<file path="config.mk">
export PLATFORM = sky130hd
export DESIGN_NAME = pc_fetch_sequencer
export DESIGN_NICKNAME = d
export VERILOG_FILES = /design/src/rtl/pc_fetch_sequencer.sv
export SDC_FILE = /design/constraint.sdc
export NUM_CORES = 1
export LEC_CHECK = 0
export ABC_AREA = 1
export BUFFER_PORTS_ARGS = -buffer_cell sky130_fd_sc_hd__buf_2
export CAP_MARGIN = 20
export CORE_MARGIN = 3
export CORE_UTILIZATION = 50
export CTS_CLUSTER_SIZE = 20
export DETAILED_ROUTE_END_ITERATION = 7
export PLACE_DENSITY_LB_ADDON = 0.1
export REMOVE_ABC_BUFFERS = 1
export SYNTH_ARGS = -nofsm -noshare
export SYNTH_HDL_FRONTEND = slang
export SYNTH_SLANG_ARGS = --single-unit
</file>
<file path="constraint.sdc">
create_clock -name clka -period 5.4 [get_ports clka]
set_clock_uncertainty 0.2 [all_clocks]
set_input_delay 0.81 -clock clka [delete_from_list [all_inputs] [get_ports clka]]
set_output_delay 0.81 -clock clka [all_outputs]
set_load 0.05 [all_outputs]
</file>
<file path="src/rtl/pc_fetch_sequencer.sv">
// Program counter owner and instruction fetch sequencer: one request to
// instruction memory, then one hand-off to decode, with redirect and halt.
module pc_fetch_sequencer #(
   parameter int              AW       = 32,
   parameter int              DW       = 32,
   parameter logic [AW-1:0]   RESET_PC = {{(AW-2){1'b1}}, 2'b00}
) (
   input  logic          clka,
   input  logic          rsta_n,
   output logic          imem_req,
   output logic [AW-1:0] imem_addr,
   input  logic          imem_ack,
   input  logic [DW-1:0] imem_rdata,
   output logic          instr_valid,
   output logic [DW-1:0] instr,
   output logic [AW-1:0] instr_pc,
   input  logic          dec_ready,
   input  logic          redirect,
   input  logic [AW-1:0] redirect_pc,
   input  logic          halt,
   output logic [AW-1:0] pc,
   output logic          halted
);

   typedef enum logic [1:0] {
      BOOT   = 2'd0,
      REQ    = 2'd1,
      ISSUE  = 2'd2,
      HALTED = 2'd3
   } state_t;

   localparam logic [AW-1:0] PC_STEP   = {{(AW-3){1'b0}}, 3'b100};
   localparam logic [AW-1:0] ALIGN_MSK = ~{{(AW-2){1'b0}}, 2'b11};

   state_t        state_r;
   logic          redir_pend_r;
   logic [AW-1:0] redir_pc_r;
   logic [AW-1:0] redir_tgt_s;
   logic [AW-1:0] pc_inc_s;

   // Word-aligned redirect target and sequential successor address.
   always_comb begin
      redir_tgt_s = redirect_pc & ALIGN_MSK;
      pc_inc_s    = pc + PC_STEP;
   end

   assign imem_addr = pc;

   // Fetch FSM with registered handshake outputs.
   always_ff @(posedge clka or negedge rsta_n) begin
      if (!rsta_n) begin
         state_r      <= BOOT;
         pc           <= RESET_PC;
         imem_req     <= 1'b0;
         instr_valid  <= 1'b0;
         instr        <= {DW{1'b0}};
         instr_pc     <= {AW{1'b0}};
         halted       <= 1'b0;
         redir_pend_r <= 1'b0;
         redir_pc_r   <= {AW{1'b0}};
      end else begin
         case (state_r)
            BOOT: begin
               pc       <= pc_inc_s;
               imem_req <= 1'b1;
               state_r  <= REQ;
            end
            REQ: begin
               if (imem_ack) begin
                  if (redirect || redir_pend_r) begin
                     // In-flight word belongs to the old stream: drop it and
                     // restart at the newest target.
                     pc           <= redirect ? redir_tgt_s : redir_pc_r;
                     redir_pend_r <= 1'b0;
                  end else begin
                     instr       <= imem_rdata;
                     instr_pc    <= pc;
                     imem_req    <= 1'b0;
                     instr_valid <= 1'b1;
                     state_r     <= ISSUE;
                  end
               end else if (redirect) begin
                  redir_pc_r   <= redir_tgt_s;
                  redir_pend_r <= 1'b1;
               end else begin
                  redir_pend_r <= redir_pend_r;
               end
            end
            ISSUE: begin
               if (redirect) begin
                  pc          <= redir_tgt_s;
                  instr_valid <= 1'b0;
                  imem_req    <= 1'b1;
                  state_r     <= REQ;
               end else if (dec_ready) begin
                  instr_valid <= 1'b0;
                  if (halt) begin
                     halted  <= 1'b1;
                     state_r <= HALTED;
                  end else begin
                     pc       <= pc_inc_s;
                     imem_req <= 1'b1;
                     state_r  <= REQ;
                  end
               end else begin
                  instr_valid <= 1'b1;
               end
            end
            HALTED: begin
               imem_req    <= 1'b0;
               instr_valid <= 1'b0;
               halted      <= 1'b1;
            end
            default: begin
               state_r      <= BOOT;
               imem_req     <= 1'b0;
               instr_valid  <= 1'b0;
               halted       <= 1'b0;
               redir_pend_r <= 1'b0;
            end
         endcase
      end
   end

endmodule
</file>
# Word level (Yosys, flattened, before mapping)
# Index checks and enable logic that the tools add are counted.
# totals
out_inout_bits,131
reg_bits,134
word_cells,69
in_bits,70
# classes
addsub,1
n_bitwise,2
mux,31
reduce_logical,14
n_eq_ne,12
# ops
operator,n
$mux W32,6
$pmux W32 S3,1
$add A32 B3 Y32 const B,1
$mux W1,15
$ne A2 B2 Y1 const B,6
$reduce_and A4 Y1,3
$mux W2,5
$reduce_and A3 Y1,3
$ne A3 B3 Y1 const B,2
$pmux W2 S3,1
$reduce_bool A3 Y1,2
$reduce_and A5 Y1,1
$eq A2 B2 Y1 const B,2
$pmux W1 S4,1
$reduce_bool A2 Y1,2
$pmux W1 S3,1
$eq A2 B1 Y1 const B,1
$logic_not A2 Y1,1
$ne A2 B1 Y1 const B,1
$not A1 Y1,2
$pmux W1 S2,1
$reduce_and A2 Y1,1
$logic_or A1 B1 Y1,1

# Depth between registers and ports, before layout
# logic_depth
depth_word,5
depth_mapped,15
ltp_nobuf,13

# Worst setup path after synthesis
# OpenSTA, ideal clock, no wires.
# synth_path
path_kind,register to register
from,register pc[3] (netlist: imem_addr[3])
to,register pc[22] (netlist: imem_addr[22])
setup_ns,0.076
path_stages_with_launch,13
path_buffers,0
slack_ns,3.306
t_required_ns,5.124
arrival_time_ns,1.819
synth_period_minus_slack_ns,2.094
cell_sequence,dfstp_2 -> ha_1 -> nand2_1 -> nor2_2 -> nand2_2 -> nor2_2 -> nand2_1 -> nand2_1 -> nand3_1 -> nand2_1 -> inv_1 -> nand2_1 -> nand2_1
# synth_via
elab_chain_cells,5
# synth_lines
item,line,rtl
"start, declared",21,"output logic [AW-1:0] pc,"
"start signal, assigned",64,pc <= pc_inc_s;
"start signal, assigned",73,pc <= redirect ? redir_tgt_s : redir_pc_r;
"start signal, assigned",91,pc <= redir_tgt_s;
$add A32 B3 Y32 (*),44,pc_inc_s = pc + PC_STEP;
$mux W32,97,if (halt) begin
$mux W32,95,end else if (dec_ready) begin
$mux W32,90,if (redirect) begin
$pmux W32 S3 (*),62,case (state_r)
# Every way passes the cells marked *; elsewhere a longest branch is shown, timed or not. The select of a mux whose other input is x is not followed.
# A chain may end at the register's enable or synchronous reset.

# Worst setup path in the final report
# layout_path
from,register state_r[0]
to,register pc[14] (netlist: imem_addr[14])
# layout_via
elab_chain_cells,3
word_cells_on_any_way,10
cone_classes,eq/ne (6); mux (1); reduce/logical (3)
# layout_lines
item,line,rtl
"start, declared",35,state_t state_r;
"start signal, assigned",52,state_r <= BOOT;
"start signal, assigned",66,state_r <= REQ;
"start signal, assigned",80,state_r <= ISSUE;
$eq A2 B2 Y1 (tied with other cells),62,
$ne A3 B3 Y1 (no line) (tied with other cells),-,
$reduce_and A5 Y1 (no line),-,
# Several ways; a longest one is shown, not always the timed one.

==> impl_results.md <==
* Core Footprint at 14040 µm²
* Crit path buf inv count at 3
* Tmin final at 3.389 ns
* DRT iter0 DRCs at 439
* Grt ovf at 0
* Tcrit/Tclk final at 62.75%
* Overall Global Routing Usage at 24.46%
* CP top delay family: simple AND/OR/NAND/NOR gates
* RSZ-0062 raised after global routing: no
* Reg clk slew, reported paths at 0.06 ns
* Status: finished clean
* Synth warn at 0
* Clock sinks at 134
* Fin util at 62.49%
* CTS tree: done
* Seq cells post-synth at 134
* Cell taking the most area after synthesis: dfrtp_1
* Main combinational cell family by area after synthesis: simple AND/OR/NAND/NOR gates
* Worst EP required at 5.55 ns
* CP max stage cell: nand2_1
* 1st-pass router iterations at 5
* Antenna Nets Post-Route at 0
* Fin Setup TNS at 0 ns
* Endpoints failing setup at 0
* Die width at 126.6 µm
* # DRC at 0
* Crit-path max cell delay at 0.54 ns
* Crit-path cells: inv_1, ha_1, inv_2, nor2_4, inv_2, nand2_1, nand3_1, nor3_1, a21oi_1, o21ai_1
* Worst Tran Pin Value at 0.9634 ns
* # IOs at 201
* # port buffers at 198
* Simple-gate portion of the synthesized area at 24.40%
* Final hold viol count at 0
* Fin nets at 1137
* GP Congestion at 0.8613
* Resized Gates After CTS at 0
* HPWL Detailed at 13.41 mm
* Crit. End Element: register
* Cts hold-fix bufs at 0
* Longest Clk Path Bufs at 2
* Die ar. at 16040 µm²
* CP Max Fanout at 21
* Largest net degree at the start of global routing at 98
* Clock Tree Root: clkbuf_16
* Via density at 5.155
* Pre-CTS setup slack at 2.076 ns
* Synth top area share at 35.76%
* # diodes at 0
* CP dominant cell by count: inv_2
* Number of global-route vias before repair at 6114
* CP Launch Type: register
* Share of cells above drive strength 1 at 31.16%
* Max transition margin at 35.77%
* H-tree Lvls at 4
* Worst Setup Slack, final at 2.011 ns
* Worst EP arrival at 3.54 ns
* # Max-Cap Violations at 0
* Hold Crit Class: reg -> reg
* Top post-synthesis cells by area: dfrtp_1 (36%), nand2_1 (15%), dfstp_2 (11%)
* Register area share after synthesis at 46.60%
* Total CTS buffers at 17
* Mapped Cells at 911
* Most common cell after layout, fill and taps aside: nand2_1
* Initial Utilization at 51.82%
* Mux contribution to synthesized area at 6.035%
* Cell Area, Synth at 7277 µm²
* WL final at 19.14 mm
* Site Rows at 43
* Post-synthesis adder-cell area fraction at 0.8597%
* Max Freq at 295.1 MHz
* Compound-Gate Fraction of Synth Area at 11.93%
* Post-CTS setup buffer count at 0
* Via count at 6469
* Clock Latency Late Sink at 0.42 ns
* Max Slew Vio Count at 0
* Die Ht at 126.6 µm
* Worst Path Class, Setup: reg -> reg
* First-pass GRT wire length at 31.31 mm
* Area delta synth->final at 20.58%
* Initial antenna violation count at 0
* Most frequent cells in the layout: nand2_1 (291), buf_2 (197), dfrtp_1 (104)
* Syn avg cell area at 7.988 µm²
* WL/cell at 15.25 µm
* Synth Area in XOR/XNOR at 0%
* Distinct cells, synth at 38
==> cells in the mapped netlist <==
library cell / n
o211ai_1: 3
o21bai_1: 1
ha_1: 5
clkbuf_1: 22
nand4_1: 2
buf_4: 36
nor2_1: 59
nand2_4: 1
buf_2: 11
a211oi_1: 12
inv_2: 11
nand2_1: 291
o21ai_0: 84
nand3_2: 2
nand3_1: 47
inv_4: 2
nand2_8: 1
o221ai_1: 8
nor3_1: 10
a31oi_1: 1
and2_1: 1
nand2_2: 2
nor2_2: 5
a21o_1: 1
a22oi_1: 4
or2_2: 1
nor2_4: 5
a21oi_1: 20
dfstp_2: 30
o21ai_1: 10
o31ai_1: 1
mux2_2: 39
buf_6: 2
dfrtp_1: 104
o22ai_1: 9
buf_1: 1
inv_1: 66
clkinv_2: 1
==> final timing paths <==
kind	startpoint	to	slack (ns)	cells past startpoint
setup / recovery	state_r[0]	imem_addr[14]	2.01	10
hold / removal	redir_pc_r[30]	redir_pc_r[30]	0.27	2
setup reg to reg	state_r[0]	imem_addr[14]	2.01	10
hold reg to reg	redir_pc_r[30]	redir_pc_r[30]	0.27	2
max in group asynchronous	rsta_n	imem_addr[11]	3.63	2
min in group asynchronous	rsta_n	instr[16]	0.29	1
==> kinds of logic (layout without fill, tap and decap cells) <==
logic type,Yosys count,in the layout
AND/OR/NAND/NOR,427,427
adder cells (fa/ha/maj),5,5
buffers and inverters,152,316
multiplexers,39,39
flip-flops,134,134
AO/OA/AOI/OAI,154,154
==> layout make-up <==
class	instances	area (µm²)
well taps	180	225.2
clock buffers	20	456.7
flip-flops and latches	134	3391
inverters	80	306.5
fillers	1305	5268
repair buffers	204	1042
clock inverters	12	200.2
multi-input cells	625	3153
==> sequential cells by signal (all words and copies together), names as in the netlist, 2 cells and up <==
name        count
redir_pc_r     32
instr          32
imem_addr      32
state_r         2
instr_pc       32
==> routing by layer <==
metal	part of all wire (%)	track usage (%)	up-vias
met5	0	0	-
met4	1.7	7.445	0
met3	6.3	4.379	26
met2	46	39.10	215
met1	46	34.19	2989
li1	-	-	3239
==> through the flow <==
step                      cell area [µm²]  hold WS [ns]  instances
after floorplan                      6843        0.2426        839
after global placement               8118        0.2529       1223
after detailed placement             8118        0.2603       1223
after CTS                            8775        0.2743       1255
after global routing                 8775        0.2864       1255
final                                8775        0.2707       1255
==> worst register-to-register path: cells and delay by family (launching register included) <==
family	cells	cell delay [ns]
adders and majority gates	1	0.53
AOI/OAI and AO/OA	2	0.19
buffers and inverters	3	0.53
and+or+nand+nor	4	1.44
DFF	1	0.43
Power is not shown: default switching activity piles up to over one toggle a cycle in this logic, so the estimate is an artifact.
